## src/rtl/param_bram_pkg.sv

```systemverilog
// -----------------------------------------------------------------------------
// param_bram_pkg
//   Shared definitions for the parameterised block RAM.
//   - state_t   : controller state (ST_INIT = sweep in progress, ST_RUN = serving
//                 requests)
//   - INIT_DESC : initialisation pattern, word i <= DEPTH-1-i (truncated)
//   - INIT_ZERO : initialisation pattern, every word <= 0
// -----------------------------------------------------------------------------
package param_bram_pkg;

    typedef enum logic {
        ST_INIT = 1'b0,
        ST_RUN  = 1'b1
    } state_t;

    localparam int INIT_DESC = 0;
    localparam int INIT_ZERO = 1;

endpackage

```

## src/rtl/param_bram_core.sv

```systemverilog
// -----------------------------------------------------------------------------
// param_bram_core
//   Storage array with one write port and one synchronous read port, followed
//   by a read pipeline of RD_LAT stages. The array itself has no reset; only the
//   pipeline (valid bits and data registers) is reset.
//
//   Ports
//     clk       in   rising-edge clock
//     reset     in   synchronous active-high reset of the read pipeline only
//     wr_en     in   write mem[wr_addr] <= wr_data at this edge
//     wr_addr   in   ADDR_W write address
//     wr_data   in   DATA_W write data
//     rd_en     in   launch a read of mem[rd_addr] at this edge
//     rd_addr   in   ADDR_W read address
//     rd_valid  out  read data is on rd_data this cycle (RD_LAT cycles after rd_en)
//     rd_data   out  DATA_W read data; holds its value while rd_valid is low
// -----------------------------------------------------------------------------
module param_bram_core #(
    parameter int DATA_W = 8,
    parameter int ADDR_W = 8,
    parameter int RD_LAT = 1
) (
    input  logic              clk,
    input  logic              reset,
    input  logic              wr_en,
    input  logic [ADDR_W-1:0] wr_addr,
    input  logic [DATA_W-1:0] wr_data,
    input  logic              rd_en,
    input  logic [ADDR_W-1:0] rd_addr,
    output logic              rd_valid,
    output logic [DATA_W-1:0] rd_data
);

    localparam int DEPTH = 1 << ADDR_W;

    logic [DATA_W-1:0] mem [DEPTH];

    // Valid bit and data register per pipeline stage; the last stage drives the
    // outputs.
    logic [RD_LAT-1:0] vld_q;
    logic [DATA_W-1:0] dat_q [RD_LAT];

    // Array write port, intentionally without reset.
    always_ff @(posedge clk) begin
        if (wr_en) begin
            mem[wr_addr] <= wr_data;
        end
    end

    // Read pipeline. Stage 0 samples the array at the accepting edge, so a
    // write accepted on the previous edge is already visible. A data register
    // only loads when its upstream stage carries a valid read, which makes the
    // final register hold its value between responses.
    always_ff @(posedge clk) begin
        if (reset) begin
            vld_q <= '0;
            for (int i = 0; i < RD_LAT; i++) begin
                dat_q[i] <= '0;
            end
        end else begin
            vld_q[0] <= rd_en;
            if (rd_en) begin
                dat_q[0] <= mem[rd_addr];
            end
            for (int i = 1; i < RD_LAT; i++) begin
                vld_q[i] <= vld_q[i-1];
                if (vld_q[i-1]) begin
                    dat_q[i] <= dat_q[i-1];
                end
            end
        end
    end

    assign rd_valid = vld_q[RD_LAT-1];
    assign rd_data  = dat_q[RD_LAT-1];

endmodule

```

## src/rtl/param_bram.sv

```systemverilog
// -----------------------------------------------------------------------------
// param_bram
//   Parameterised single-port block RAM with a self-initialisation sweep.
//   After reset (or a clear pulse while running) the controller writes one word
//   per cycle for DEPTH cycles with the INIT_MODE pattern, then serves one read
//   or write request per cycle.
//
//   Parameters
//     DATA_W    word width
//     ADDR_W    address width, DEPTH = 2**ADDR_W
//     RD_LAT    read latency in cycles (1 or 2)
//     INIT_MODE INIT_DESC (word i = DEPTH-1-i) or INIT_ZERO
//
//   Ports
//     clk        in   rising-edge clock
//     reset      in   synchronous active-high reset, overrides every other input
//     clear      in   one-cycle pulse, re-runs the sweep (ignored during a sweep)
//     req_valid  in   request present
//     req_write  in   1 = write, 0 = read
//     req_addr   in   word address
//     req_wdata  in   write data
//     req_ready  out  request accepted this cycle if req_valid
//     rsp_valid  out  rsp_data carries read data this cycle
//     rsp_data   out  read data, held while rsp_valid is low
//     init_busy  out  sweep in progress
//     dbg_state  out  current controller state
//
//   Handshake: a request transfers on a rising edge where req_valid and
//   req_ready are both high. req_ready does not depend on req_valid, so the
//   requester may drop or change the request freely when req_ready is low.
//   There is no back-pressure on the response side: each accepted read yields
//   exactly one rsp_valid cycle, RD_LAT cycles later, in issue order.
// -----------------------------------------------------------------------------
module param_bram
    import param_bram_pkg::*;
#(
    parameter int DATA_W    = 8,
    parameter int ADDR_W    = 8,
    parameter int RD_LAT    = 1,
    parameter int INIT_MODE = INIT_DESC
) (
    input  logic              clk,
    input  logic              reset,
    input  logic              clear,
    input  logic              req_valid,
    input  logic              req_write,
    input  logic [ADDR_W-1:0] req_addr,
    input  logic [DATA_W-1:0] req_wdata,
    output logic              req_ready,
    output logic              rsp_valid,
    output logic [DATA_W-1:0] rsp_data,
    output logic              init_busy,
    output state_t            dbg_state
);

    state_t            state_q, state_d;
    logic [ADDR_W-1:0] cnt_q, cnt_d;

    logic [ADDR_W-1:0] cnt_inv;
    logic [DATA_W-1:0] init_word;

    logic              mem_we;
    logic [ADDR_W-1:0] mem_addr;
    logic [DATA_W-1:0] mem_wdata;
    logic              rd_en;

    // ~cnt over ADDR_W bits equals DEPTH-1-cnt; the cast then truncates or
    // zero-extends it to the word width.
    assign cnt_inv   = ~cnt_q;
    assign init_word = (INIT_MODE == INIT_ZERO) ? '0 : DATA_W'(cnt_inv);

    always_ff @(posedge clk) begin
        if (reset) begin
            state_q <= ST_INIT;
            cnt_q   <= '0;
        end else begin
            state_q <= state_d;
            cnt_q   <= cnt_d;
        end
    end

    always_comb begin
        state_d   = state_q;
        cnt_d     = cnt_q;
        mem_we    = 1'b0;
        mem_addr  = req_addr;
        mem_wdata = req_wdata;
        rd_en     = 1'b0;

        case (state_q)
            ST_INIT: begin
                // clear is deliberately not looked at here: a running sweep
                // is never restarted by it.
                mem_we    = 1'b1;
                mem_addr  = cnt_q;
                mem_wdata = init_word;
                if (&cnt_q) begin
                    state_d = ST_RUN;
                    cnt_d   = '0;
                end else begin
                    cnt_d = cnt_q + ADDR_W'(1);
                end
            end
            ST_RUN: begin
                if (clear) begin
                    // The request presented alongside clear is dropped
                    // (req_ready is low); reads already in the pipeline
                    // carry on with the data they sampled.
                    state_d = ST_INIT;
                    cnt_d   = '0;
                end else if (req_valid) begin
                    if (req_write) begin
                        mem_we = 1'b1;
                    end else begin
                        rd_en = 1'b1;
                    end
                end
            end
            default: begin
                state_d = ST_INIT;
                cnt_d   = '0;
            end
        endcase

        // Nothing may touch the array or launch a read on a reset edge.
        if (reset) begin
            mem_we = 1'b0;
            rd_en  = 1'b0;
        end
    end

    assign req_ready = (state_q == ST_RUN) && !clear;
    assign init_busy = (state_q == ST_INIT);
    assign dbg_state = state_q;

    param_bram_core #(
        .DATA_W (DATA_W),
        .ADDR_W (ADDR_W),
        .RD_LAT (RD_LAT)
    ) u_core (
        .clk      (clk),
        .reset    (reset),
        .wr_en    (mem_we),
        .wr_addr  (mem_addr),
        .wr_data  (mem_wdata),
        .rd_en    (rd_en),
        .rd_addr  (req_addr),
        .rd_valid (rsp_valid),
        .rd_data  (rsp_data)
    );

endmodule

```

## config.mk

```make
export PLATFORM = sky130hd
export DESIGN_NAME = param_bram
export DESIGN_NICKNAME = d
export VERILOG_FILES = /design/src/rtl/param_bram_pkg.sv /design/src/rtl/param_bram_core.sv /design/src/rtl/param_bram.sv
export SDC_FILE = /design/constraint.sdc
export NUM_CORES = 2
export LEC_CHECK = 0
export BUFFER_PORTS_ARGS = -buffer_cell sky130_fd_sc_hd__buf_2
export CORE_ASPECT_RATIO = 1.5
export CORE_MARGIN = 2
export CORE_UTILIZATION = 25
export CTS_CLUSTER_DIAMETER = 150
export DETAILED_ROUTE_END_ITERATION = 7
export GPL_TIMING_DRIVEN = 0
export HOLD_SLACK_MARGIN = 0.1
export SYNTH_ARGS = -nofsm -noshare
export SYNTH_HDL_FRONTEND = slang
export SYNTH_HIERARCHICAL = 1
export SYNTH_SLANG_ARGS = --single-unit
```

## constraint.sdc

```tcl
create_clock -name clk -period 27.3 [get_ports clk]
set_input_delay 2.73 -clock clk [delete_from_list [all_inputs] [get_ports clk]]
set_output_delay 2.73 -clock clk [all_outputs]
set_load 0.03 [all_outputs]
```

Word level (Yosys, flattened, before mapping) --
Memories as Yosys holds them, arrays and structs flattened. Index checks and enable logic that the tools add are counted.
Cells by class: add/subtract/negate cells 1, multipliers 0, div/mod/pow operators 0, order comparisons 0, eq/ne operators 1, shifts and indexed selects 0, mux-type cells 27, bitwise operators 2, reductions and logical operators 4
Operators with widths (count):
- $mux 8 | 5
- $mux 1 | 19
- $pmux 8 s2 | 1
- $add 8x1->8 const B | 1
- $not 8->8 | 1
- $reduce_and 8->1 | 1
- $reduce_or 8->1 | 1
- $pmux 1 s2 | 2
- $ne 2x2->1 const B | 1
- $logic_and 1x1->1 | 1
- $logic_not 1->1 | 1
- $not 1->1 | 1
Storage, ports and cells: bits in registers 10, latch bits 0, bits in writable memories 2056, ROM bits 0, output and inout bits 12, word-level logic and storage cells 40, memories kept 2
Memory list:
- u_core.mem | words 256, width 8, rd ports 1, clocked after Yosys merged registers in 0, wr ports 1, line param_bram_core.sv:36 | logic [DATA_W-1:0] mem [DEPTH];
- u_core.dat_q | words 1, width 8, rd ports 1, clocked after Yosys merged registers in 0, wr ports 1, line param_bram_core.sv:41 | logic [DATA_W-1:0] dat_q [RD_LAT];

Logic depth before layout (Yosys ltp) --
depth after elaboration 10, depth in mapped cells 12, gate-level depth less buffers 8

Cells and area by module --
Netlist, hierarchy kept.
By module, submodules not included:
- param_bram_core | times used 1, cells each 3959, area an instance 80404.6 um2, seq. area each 61759.2 um2
- param_bram | times used 1, cells each 92, area an instance 685.7 um2, seq. area each 180.2 um2

Worst setup path after synthesis --
OpenSTA, ideal clock, no wires.
kind reg2reg, from register state_q, in the netlist dbg_state, to memory u_core.mem[0][1], data pin, arrival time 10.669 ns, required time 25.112 ns, setup slack 14.443 ns, stages on the path, launching flop included 4, path through dfxtp_1 > buf_6 > clkbuf_1 > o21ai_0
On the way: cells in the longest elaborated chain, start to end 1
RTL lines:
- start: declaration | line param_bram.sv:56 | state_t state_q, state_d;
- start signal: assignment | line param_bram.sv:77 | state_q <= state_d;
- $mux 8 | line param_bram.sv:90 | case (state_q)
- named net mem_wdata[1] | line param_bram.sv:64 | logic [DATA_W-1:0] mem_wdata;
- end: declaration | line param_bram_core.sv:36
The timed path passes the listed nets, and every way through them passes these cells.

Worst setup path in the final report --
from input req_addr[4], to memory u_core.dat_q[0][4], data pin
On the way: cells in the longest elaborated chain, start to end 2
RTL lines:
- start: declaration | line param_bram.sv:47 | input logic [ADDR_W-1:0] req_addr,
- $mem_v2 256x8
- $mux 8 (no source line)
- end: declaration | line param_bram_core.sv:41
No other way between the ends.

==> out/results.txt <==
In this run the critical register-to-register path is launched from dbg_state. The synthesized design contains 2056 enable-type register cells. For met2 alone, demand over resource in global routing was 35.2%.

For the required time of the critical path, the log shows 27880 ps. In this run, post-CTS repair resized a total of 0 instances. Type of the worst setup path: in -> reg. Multiplexer cells account for 14.6% of the synthesized area. The most common cell after layout, fill and taps aside is sky130_fd_sc_hd__edfxtp_1.

The clock-pin slew on the worst setup and hold paths was 70 ps; the initial cell density of the core was 25.1%. The largest net degree at the start of global routing came out at 85. The cell count after synthesis came out at 4051. The synthesized flop and latch total was 2066. The main combinational cell family by area after synthesis was multiplexers. The number of hold buffers added after CTS was 0. For the final database, setup skew stands at 70.2 ps. The count of yosys warnings during synthesis was 6; the cell row count was 256. Along the worst path, the maximum fanout reaches 10.

The placer congestion estimate was 1.03; the final hold violation count was 0. Setup repair after global routing left no endpoint under its margin. The detail route stage leaves a number of antenna-violating nets equal to 0. The instance count along the most critical hold path was 2. After detailed routing, the number of remaining DRC violations is 0. In the layout the commonest cells are sky130_fd_sc_hd__edfxtp_1 (2056), sky130_fd_sc_hd__mux4_2 (395), sky130_fd_sc_hd__nor2_1 (320). The overall die width is 469 um.

The buffer type at the clock tree root is sky130_fd_sc_hd__clkbuf_16. The class of the tightest hold or removal check was reg -> reg. The number of input and output port buffers inserted came out at 32.

The worst vdd rail ir drop is 0.0000459 V, and the post-route clock period utilization is 28.6%. The clock passes through at most 4 buffers. The number of distinct library cells after synthesis was 73; the met3 global-route usage was 4.68%. Startpoint class of the critical path: a primary input. For the number of clock sinks, the log shows 2066.

For this run, the number of standard cells in the final layout without fillers is 8779. The number of violations reported at the end of detailed-routing iteration 0 was 7018; the clock buffer count from CTS was 192. Static timing analysis puts the maximum clock frequency at 128 MHz.

The layer with the highest usage after global routing is met2. For met1 alone, demand over resource in global routing was 22.3%. The tools report the number of H-tree branching levels as 4. The pre-antenna-repair detailed-routing pass consisted of 6 iterations. The overflow left after global routing was 0; the number of antenna violations at the first check in global routing was 29. Area inside the core boundary: 324000 um2. The analysis attributes to cell leakage a power of 28.2 nW.

The post-synthesis compound-gate area fraction was 3.35%; the slew at the pin closest to its max-slew limit was 1660 ps. The logs give 45100 for the number of global-route vias before repair and 329000 um2 for the area of the die. The number of setup violations in the final report is 0.

Detailed placement finished with a half-perimeter wire length of 266 mm. In the final design database the tool counted 4365 nets. The tools report the clock latency reported for the late side of the worst-skew pair as 910 ps.

Relative to the synthesized area, the layout overhead comes to 16.2%. Setup slack on the critical path of the routed design comes to 19500 ps. Post-placement cell count: 8405. The flow ran to the end, but the final reports show violations.

The post-layout utilization of the core was 29.1%. The final layout contains routed wiring with a total length of 362 mm. The launch instance of the worst min-delay path is cnt_q[0].

For the number of pins exceeding their max-slew limit in the final report, the log shows 58. The worst setup path is captured at a flip-flop. The worst hold path terminates at cnt_q[0]. TritonCTS built the clock tree. For this run, asynchronously set or reset flops after synthesis account for 0%. The checks that failed: capacitance limit, slew limit. The endpoint identified for the worst register-to-register timing path is u_core/dat_q[0][3].

Measured in cells, the most critical reg-to-reg path has a length of 10. The routed length per instance was 41.3 um; the buffer count from post-CTS setup fixing was 0. The global-route wire length before repair is 459 mm, and the synthesized net count is 4073. The max-capacitance violation count was 8. For the worst setup path, the data arrival time is 8390 ps. From bottom edge to top edge, the die measures 702 um. Dividing the synthesized area by the synthesized cell count gives 20.0 um2. The sequential-to-total area share from yosys stat was 76.4%. In the final timing run, aggregate negative setup slack is 0 ps. The global routing usage summed across all routing layers was 21.5%.

The detailed router placed 46600 vias in this run. In the synthesized netlist the dominant register cell turns out to be sky130_fd_sc_hd__edfxtp_1. The power density over cell area is 69.9 nW/um2, and the fraction of layout cells with a size suffix above 1 is 21.3%. The worst slack at placement is 18970 ps, and the worst slew slack as a fraction of its limit is -13.7%. In the routed layout, each cell is associated on average with a via count of 5.31.

The cell area that synthesis handed to floorplanning was 81100 um2. During I/O placement, the number of pins put on the boundary was 33. Setup slack on the worst reg-to-reg path comes out at 21710 ps. The adder-cell share of the synthesized area was 0.0154%; the shortest period the worst path allows was 7800 ps. Of the total synthesized cell area, the portion taken by XOR and XNOR cells is 0%. After Yosys synthesis, and, or, nand and nor cells account for 3.68% of the synthesized area.
## state kept, by name (all words and copies together), names as in the netlist
name and count:
cnt_q 8, dbg_state 1, u_core/dat_q 8, u_core/mem 2048, u_core/rd_valid 1
## cell usage after synthesis (9+ instances only)
cell type | count | share of area, %
sky130_fd_sc_hd__a2111oi_0 | 12 | 0.13
sky130_fd_sc_hd__a211oi_1 | 25 | 0.23
sky130_fd_sc_hd__a21oi_1 | 56 | 0.35
sky130_fd_sc_hd__a22oi_1 | 14 | 0.13
sky130_fd_sc_hd__and2_1 | 16 | 0.12
sky130_fd_sc_hd__buf_1 | 17 | 0.079
sky130_fd_sc_hd__buf_12 | 10 | 0.25
sky130_fd_sc_hd__buf_2 | 50 | 0.31
sky130_fd_sc_hd__buf_4 | 20 | 0.19
sky130_fd_sc_hd__buf_6 | 38 | 0.53
sky130_fd_sc_hd__clkbuf_1 | 104 | 0.48
sky130_fd_sc_hd__dfxtp_1 | 10 | 0.25
sky130_fd_sc_hd__edfxtp_1 | 2056 | 76
sky130_fd_sc_hd__mux2_2 | 9 | 0.12
sky130_fd_sc_hd__mux2i_1 | 280 | 3.5
sky130_fd_sc_hd__mux4_2 | 395 | 11
sky130_fd_sc_hd__nand2_1 | 119 | 0.55
sky130_fd_sc_hd__nand3_1 | 49 | 0.30
sky130_fd_sc_hd__nand4_1 | 25 | 0.19
sky130_fd_sc_hd__nor2_1 | 327 | 1.5
sky130_fd_sc_hd__nor2b_1 | 13 | 0.10
sky130_fd_sc_hd__nor3_1 | 55 | 0.34
sky130_fd_sc_hd__nor4_1 | 26 | 0.20
sky130_fd_sc_hd__o211ai_1 | 9 | 0.083
sky130_fd_sc_hd__o21ai_0 | 42 | 0.26
sky130_fd_sc_hd__o221ai_1 | 79 | 0.85
sky130_fd_sc_hd__o22ai_1 | 76 | 0.59
sky130_fd_sc_hd__or3_1 | 11 | 0.085
## final cells by class
type / instances / area (um2)
clock buffers: 230 / 5020
fillers: 31600 / 229000
multi-input cells: 1731 / 17700
well taps: 4257 / 5330
repair buffers: 98 / 1530
diodes: 30 / 75.1
plain buffers: 246 / 1620
clock inverters: 113 / 1040
inverters: 8 / 30.0
flip-flops and latches: 2066 / 61900
## cell families (layout without fill, tap and decap cells)
logic type	Yosys count	count (layout)
flip-flops	2066	2066
multiplexers	686	686
AND/OR/NAND/NOR	668	668
AO/OA/AOI/OAI	376	376
buffers and inverters	254	695
adder cells (fa/ha/maj)	1	1
other	0	30
## worst max-delay path by stage
stage | from | to | slack, ps | depth (start not counted)
2_1_floorplan | dbg_state | u_core/mem[0][1] | 14440 | 3
3_3_place_gp | dbg_state | u_core/mem[62][3] | 450 | 3
3_5_place_dp | req_addr[4] | u_core/dat_q[0][4] | 18970 | 9
4_1_cts | req_addr[4] | u_core/dat_q[0][4] | 19840 | 9
5_1_grt | req_addr[4] | u_core/dat_q[0][4] | 19920 | 9
6_report | req_addr[4] | u_core/dat_q[0][4] | 19500 | 9
## critical path, stage by stage
cell and delay [ps]:
sky130_fd_sc_hd__buf_2 100, sky130_fd_sc_hd__buf_2 290, sky130_fd_sc_hd__buf_2 490, sky130_fd_sc_hd__clkbuf_1 1160
sky130_fd_sc_hd__clkbuf_1 1080, sky130_fd_sc_hd__nor2_1 600, sky130_fd_sc_hd__a2111oi_0 920, sky130_fd_sc_hd__nand3_1 330
sky130_fd_sc_hd__o22ai_1 640
## metrics by stage
stage                     total power (W)  instance area, um2  hold WS, ps
final                             0.00658               94200          549
after global routing              0.00671               94200          592
after CTS                         0.00660               94200          556
after detailed placement          0.00396               88100          547
after global placement            0.00397               86600          543
after floorplan                   0.00373               81100          482
## layer usage
metal / wire [um] / up-vias
met1: 114000 / 25000
met4: 44700 / 6
met5: 37 / -
met2: 172000 / 3198
met3: 30800 / 954
li1: - / 17400
## power by group
| part | switching, W | internal (W) |
|---|---|---|
| sequential | 0.00000107 | 0.00346 |
| clock | 0.00121 | 0.00147 |
| combinational | 0.000326 | 0.000111 |
| total | 0.00154 | 0.00504 |
(Power assumes the default switching activity.)
